### config.mk
export PLATFORM = sky130hd
export DESIGN_NAME = rnd_bounded_fifo
export DESIGN_NICKNAME = d
export VERILOG_FILES = /design/src/rtl/rnd_bounded_fifo.sv
export SDC_FILE = /design/constraint.sdc
export NUM_CORES = 1
export LEC_CHECK = 0
export BUFFER_PORTS_ARGS = -buffer_cell sky130_fd_sc_hd__buf_2
export CAP_MARGIN = 30
export CORE_ASPECT_RATIO = 0.5
export CORE_MARGIN = 10
export CORE_UTILIZATION = 45
export DETAILED_ROUTE_END_ITERATION = 10
export GPL_TIMING_DRIVEN = 1
export PLACE_DENSITY = 0.74
export SETUP_SLACK_MARGIN = 0.02
export SLEW_MARGIN = 10
export SYNTH_ARGS = -nofsm -noshare
export SYNTH_HDL_FRONTEND = slang
export SYNTH_SLANG_ARGS = --single-unit
### constraint.sdc
create_clock -name clk -period 3.8 [get_ports clk]
set_input_delay 0.57 -clock clk [delete_from_list [all_inputs] [get_ports clk]]
set_output_delay 0.57 -clock clk [all_outputs]
set_load 0.1 [all_outputs]
### src/rtl/rnd_bounded_fifo.sv
// rnd_bounded_fifo: bounded uniform sampler (mask + reject) feeding a DEPTH-entry FIFO; define RND_REJECT_CNT_EN to build the rejection counter
module rnd_bounded_fifo #(
    parameter int DEPTH = 4,
    parameter int OW    = 16
) (
    input  logic          clk,
    input  logic          reset,
    input  logic [31:0]   rnd,
    input  logic          rnd_valid,
    input  logic          en,
    input  logic [15:0]   bound,
    input  logic          bound_load,
    output logic [OW-1:0] out_data,
    output logic          out_valid,
    input  logic          out_ready,
    output logic [15:0]   reject_cnt
);
    localparam int AW = $clog2(DEPTH);
    localparam logic [AW:0] FULL = (AW+1)'(DEPTH);

    typedef enum logic [1:0] {IDLE, LOAD, RUN} state_t;

    state_t         state_q, state_d;
    logic [15:0]    bound_q, mask_q, mask_d, cand;
    logic [AW-1:0]  wptr_q, rptr_q;
    logic [AW:0]    count_q, count_d;
    logic [OW-1:0]  mem_q [DEPTH];
    logic           accept, sample, push, pop;
    logic           unused_rnd_hi;

    assign unused_rnd_hi = ^rnd[31:16];
    assign out_valid     = count_q != '0;
    assign out_data      = out_valid ? mem_q[rptr_q] : '0;

    // Next state, mask for a newly loaded bound, and the FIFO push/pop decision
    always_comb begin
        state_d = state_q;
        case (state_q)
            IDLE:    state_d = en ? RUN : IDLE;
            LOAD:    state_d = en ? RUN : IDLE;
            RUN:     state_d = en ? RUN : IDLE;
            default: state_d = IDLE;
        endcase
        state_d = bound_load ? LOAD : state_d;
        mask_d  = bound - 16'd1;
        mask_d  = mask_d | (mask_d >> 1);
        mask_d  = mask_d | (mask_d >> 2);
        mask_d  = mask_d | (mask_d >> 4);
        mask_d  = mask_d | (mask_d >> 8);
        cand    = rnd[15:0] & mask_q;
        accept  = (bound_q == 16'd0) || (cand < bound_q);
        sample  = (state_q == RUN) && rnd_valid && !bound_load;
        pop     = out_valid && out_ready;
        push    = sample && accept && ((count_q != FULL) || pop);
        count_d = count_q + (AW+1)'(push) - (AW+1)'(pop);
    end

    // Control state, latched bound/mask and FIFO pointers; a bound load flushes the FIFO
    always_ff @(posedge clk) begin
        if (reset) begin
            state_q <= IDLE;
            bound_q <= '0;
            mask_q  <= 16'hFFFF;
            wptr_q  <= '0;
            rptr_q  <= '0;
            count_q <= '0;
        end else begin
            state_q <= state_d;
            if (bound_load) begin
                bound_q <= bound;
                mask_q  <= mask_d;
                wptr_q  <= '0;
                rptr_q  <= '0;
                count_q <= '0;
            end else begin
                wptr_q  <= wptr_q + AW'(push);
                rptr_q  <= rptr_q + AW'(pop);
                count_q <= count_d;
            end
        end
    end

    // FIFO storage; contents are only visible while count is non-zero
    always_ff @(posedge clk) begin
        if (push) mem_q[wptr_q] <= cand;
    end

`ifdef RND_REJECT_CNT_EN
    logic [15:0] rej_q;

    // Saturating count of candidates rejected while running; a new bound restarts it
    always_ff @(posedge clk) begin
        if (reset || bound_load) rej_q <= '0;
        else if (sample && !accept && rej_q != 16'hFFFF) rej_q <= rej_q + 16'd1;
    end

    assign reject_cnt = rej_q;
`else
    assign reject_cnt = '0;
`endif

endmodule

Word level (Yosys, flattened, before mapping) --
Memory sizes are Yosys's and may differ from the RTL's. A register that Yosys moved wholly into a read port is not among the register bits. Index checks and enable logic that the tools add are counted.
Word-level totals: output and inout bits 33, memories kept 1, input port bits 54, register bits 41, bits in writable memories 64, word-level logic and storage cells 44
Memory list:
- mem_q | depth 4, width 16, rd ports 1, clocked after Yosys merged registers in 1, write ports 1, line 27 | logic [OW-1:0] mem_q [DEPTH];
Operators by class: $lt $le $gt $ge 1, bitwise operators 6, equality and inequality tests 3, reduce and logical (&&, ||, !) cells 14, add/sub/neg operators 5, muxes and demuxes 7
Operator list (number):
- $and 16x16->16 | 1
- $logic_not 16->1 | 1
- $lt 16x16->1 | 1
- $mux 16 | 1
- $or 16x12->16 | 1
- $or 16x14->16 | 1
- $or 16x15->16 | 1
- $or 16x8->16 | 1
- $sub 16x1->16 const B | 1
- $reduce_or 3->1 | 2
- $logic_and 1x1->1 | 5
- $add 2x1->2 | 2
- $mux 1 | 4
- $mux 2 | 2
- $add 3x1->3 | 1
- $ne 3x3->1 const B | 1
- $reduce_bool 3->1 | 1
- $sub 3x1->3 | 1
- $eq 2x1->1 const B | 1
- $eq 2x2->1 const B | 1
- $logic_not 2->1 | 1
- $logic_or 1x1->1 | 2
- $reduce_or 2->1 | 1
- $logic_not 1->1 | 1
- $not 1->1 | 1

Logic depth before layout (Yosys ltp) --
depth after elaboration 7, gate-level depth with buffers 14, mapped depth without buffers 14

Worst setup path before layout --
Ideal clock, no wire load.
kind in2reg, from input rnd[6], to register count_q[2], path buffers 0, slack 374 ps, arrival 3298 ps, stages on the path 14, data required time 3672 ps, setup time 128 ps, cells stage by stage and2_1 > ha_1 > a41o_1 > a21oi_1 > o221ai_1 > nor2b_1 > o41ai_1 > nand2_1 > ha_1 > inv_1 > ha_1 > fa_1 > xnor2_1 > nor2_1
Between the ends: word-level cells in the longest chain between the ends 7
RTL lines:
- start, declared | line 8 | input logic [31:0] rnd,
- $and 16x16->16 | line 50 | cand = rnd[15:0] & mask_q;
- $lt 16x16->1 | line 51 | accept = (bound_q == 16'd0) || (cand < bound_q);
- $logic_or 1x1->1 | line 51
- $logic_and 1x1->1 (2 in series) | line 54 | push = sample && accept && ((count_q != FULL) || pop);
- $add 3x1->3 | line 55 | count_d = count_q + (AW+1)'(push) - (AW+1)'(pop);
- $sub 3x1->3 | line 55
- end signal, assigned | line 78 | count_q <= count_d;
- end, declared | line 26 | logic [AW:0] count_q, count_d;
Every way passes these cells. A chain may end at the register's enable or synchronous reset.

Worst setup path after layout --
from register mask_q[7], to register count_q[2]
Between the ends: word-level cells in the longest chain between the ends 7
RTL lines:
- start, declared | line 24 | logic [15:0] bound_q, mask_q, mask_d, cand;
- start signal, assigned | line 71 | mask_q <= mask_d;
- $and 16x16->16 | line 50
- via cand[7] | line 24
- $lt 16x16->1 | line 51
- $logic_or 1x1->1 | line 51
- $logic_and 1x1->1 (2 in series) | line 54
- $add 3x1->3 | line 55
- $sub 3x1->3 | line 55
The timed path passes the listed nets, and every way through them passes these cells.

==> results.cfg <==
[cells_and_area]
fin_util_pct = 52.1
layout.nets = 549
layout.cells.non_filler = 623
diodes = 0
drive_above_1_share_pct = 22.2
layout_common_cells = 64 x edfxtp_1, 54 x buf_2, 45 x nor2_1
final_common_cell = edfxtp_1
syn_to_final_growth_pct = 12.5
fillers = 949

[cts]
cts_made_buffers = 9
cts-resized-gates = 0
clk_path_buf_depth = 2
clock_latency_ns = 0.34
cts_hold_buf = 0
cts.clk_slew.worst_paths_ns = 0.07
cts_root_buffer = clkbuf_16
cts_sinks = 105
postCtsSetupRepairBufs = 0
cts_tree = yes
cts_htree_levels = 3

[grt]
grt_use_total_pct = 13.9
grt_first_pass_wirelength_um = 17600
grt_overflow_total = 0
antenna_found_initial = 0
grt_pass1_vias = 3402
grt_max_degree = 21

[hold_path]
hold_depth = 2
hp-start = en
holdCritPathClass = in2reg
min_to = state_q[1]

[die]
initial_utilization_pct = 46.3
placementRows = 27
die_h_um = 95.4
die_area_mm2 = 0.0163
io_pins = 87
coreArea_mm2 = 0.0110
die_x_um = 171

[timing]
fmaxAchievable_mhz = 296
min_period_ns = 3.38
fin_crit_sh_pct = 89.0
maxSlewViolCount = 0
setup_tns_ns = 0
skew_ns = 0.00846
worst_hold_slack_ns = 0.455
rsz0062_at_grt = false
finalHoldViolations = 0
relSlewSlack_pct = 42.9
worst_slew_pin_slew_ns = 0.855
final-setup-viol-count = 0

[power_and_ir_drop]
power.density_mw_per_mm2 = 411
finalPower_uw = 2370
p_leak_uw = 0.00217
peakVddDrop_mv = 0.178

[yosys]
synth_mux_area_share_pct = 10.2
synth_top_area_share_pct = 37.6
seq_area_frac_synth_pct = 53.6
synth_top_family_by_area = simple AND/OR/NAND/NOR gates
synth_cell_type_count = 59
synth-xor-area-share_pct = 2.23
avgSynthCellArea_um2 = 12.2
async_flop_share_pct = 0
synthSimpleGateAreaFrac_pct = 16.5
yosysWarnings = 0
ys_seq_elements = 105
synthTopCellsByArea = edfxtp_1 38%, dfxtp_1 16%, mux4_2 7.0%
synth_edf_count = 64
syn_area_mm2 = 0.00511
post-synth-top-area-cell = edfxtp_1
syn_inst = 419
synthAdderAreaFrac_pct = 5.53
synth_compound_area_share_pct = 6.02
synthFlopType = edfxtp_1

[drt]
wl_um = 11000
drt-initial-drc-count = 223
remaining_drc_errors = 0
drt-pass1-iter-count = 4
vias = 3272
routedWlPerCell_um = 17.6
ant_nets = 0
avgViaCountPerCell = 5.25

[placement]
dp.cells = 607
hpwl_um = 8110
gp_congestion = 0.792
portBuffers = 54

[worst_setup_path]
crit_type = reg2reg
r2r_setup_slack_ns = 0.42
timing.rr.end = count_q[2]
critical_path_peak_fanout = 6
startpoint_type = flip-flop
end_kind = flip-flop
worstPathRequired_ns = 4.02
timing.rr.start = mask_q[7]
crit_arrival_ns = 3.61
reg2regPathDepth = 15

[status]
status = finished clean

[job]
maxCapViolations = 0
==> layout make-up <==
cell class	instances	area [um^2]	area share (%)
tap	145	181	3.15
clock inverter	7	53.8	0.935
multi-input combinational	271	2130	37.0
clock buffer	9	225	3.91
timing repair buffer	62	330	5.74
inverter	24	90.1	1.57
sequential	105	2740	47.7
==> layer usage <==
metal  track usage, %  up-vias  share of wire [%]
met5                0        -                  0
met4             4.13        0               0.90
met3             3.34        8                5.9
met2             22.8       89                 46
met1             18.1     1572                 47
li1                 -     1603                  -
==> registers in the layout, summed over array words and instances, names as in the netlist <==
name / count
count_q: 3
mem_q: 64
bound_q: 16
state_q: 2
mask_q: 16
wptr_q: 2
rptr_q: 2
==> critical path, cell delays in order, from the launching register on <==
cell      delay, ns
dfxtp_1        0.35
and2_1         0.25
ha_1           0.30
a41o_1         0.22
a21oi_1        0.17
o221ai_1       0.14
nor2b_1        0.14
o41ai_1        0.35
buf_4          0.19
nand2_1        0.05
ha_1           0.28
inv_1          0.04
ha_1           0.18
fa_1           0.37
xnor2_1        0.17
nor2_1         0.05
==> how the worst max path moves through the flow <==
stage | startpoint | depth (start not counted) | slack, ns | to
final | mask_q[7] | 15 | 0.42 | count_q[2]
after global routing | mask_q[5] | 15 | 0.25 | count_q[2]
after CTS | mask_q[7] | 15 | 0.40 | count_q[2]
after detailed placement | rnd[6] | 16 | 0.13 | count_q[2]
after global placement | rnd[6] | 16 | 0.18 | count_q[2]
after floorplan | rnd[6] | 14 | 0.37 | count_q[2]
==> logic make-up (layout without fill, tap and decap cells) <==
family                     count (synthesis)  after routing
and+or+nand+nor                          149            149
DFF                                      105            105
buffers and inverters                     58            102
AOI/OAI and AO/OA                         39             39
muxes                                     32             32
adders and majority gates                 22             22
xor gates and xnor gates                  13             13
other                                      1             16
==> synthesized netlist by cell type, drive strengths merged, types with 3 or more instances <==
master,instances
xnor2,6
nand2b,3
nand2,11
mux4,16
a21o,3
edfxtp,64
dfxtp,41
nand3,3
nand4,9
ha,21
o21a,3
nor3,5
nor2,45
mux2i,16
nor4b,5
and2,23
nor2b,21
and3,5
buf,25
xor2,7
nor4,9
inv,24
clkbuf,9
a31oi,7
a21oi,9
==> metrics by stage <==
step	worst slack, ns	cell area (um^2)
6_report	0.417	5760
5_1_grt	0.255	5760
4_1_cts	0.405	5760
3_5_place_dp	0.133	5480
3_3_place_gp	0.176	5480
2_1_floorplan	0.374	5170
==> where the power goes <==
part           internal [uW]  switching (uW)
Clock                    451             418
Combinational           75.3             190
Sequential              1220            10.9
Total                   1750             618
Note: power is estimated with default switching activity, not from simulation.
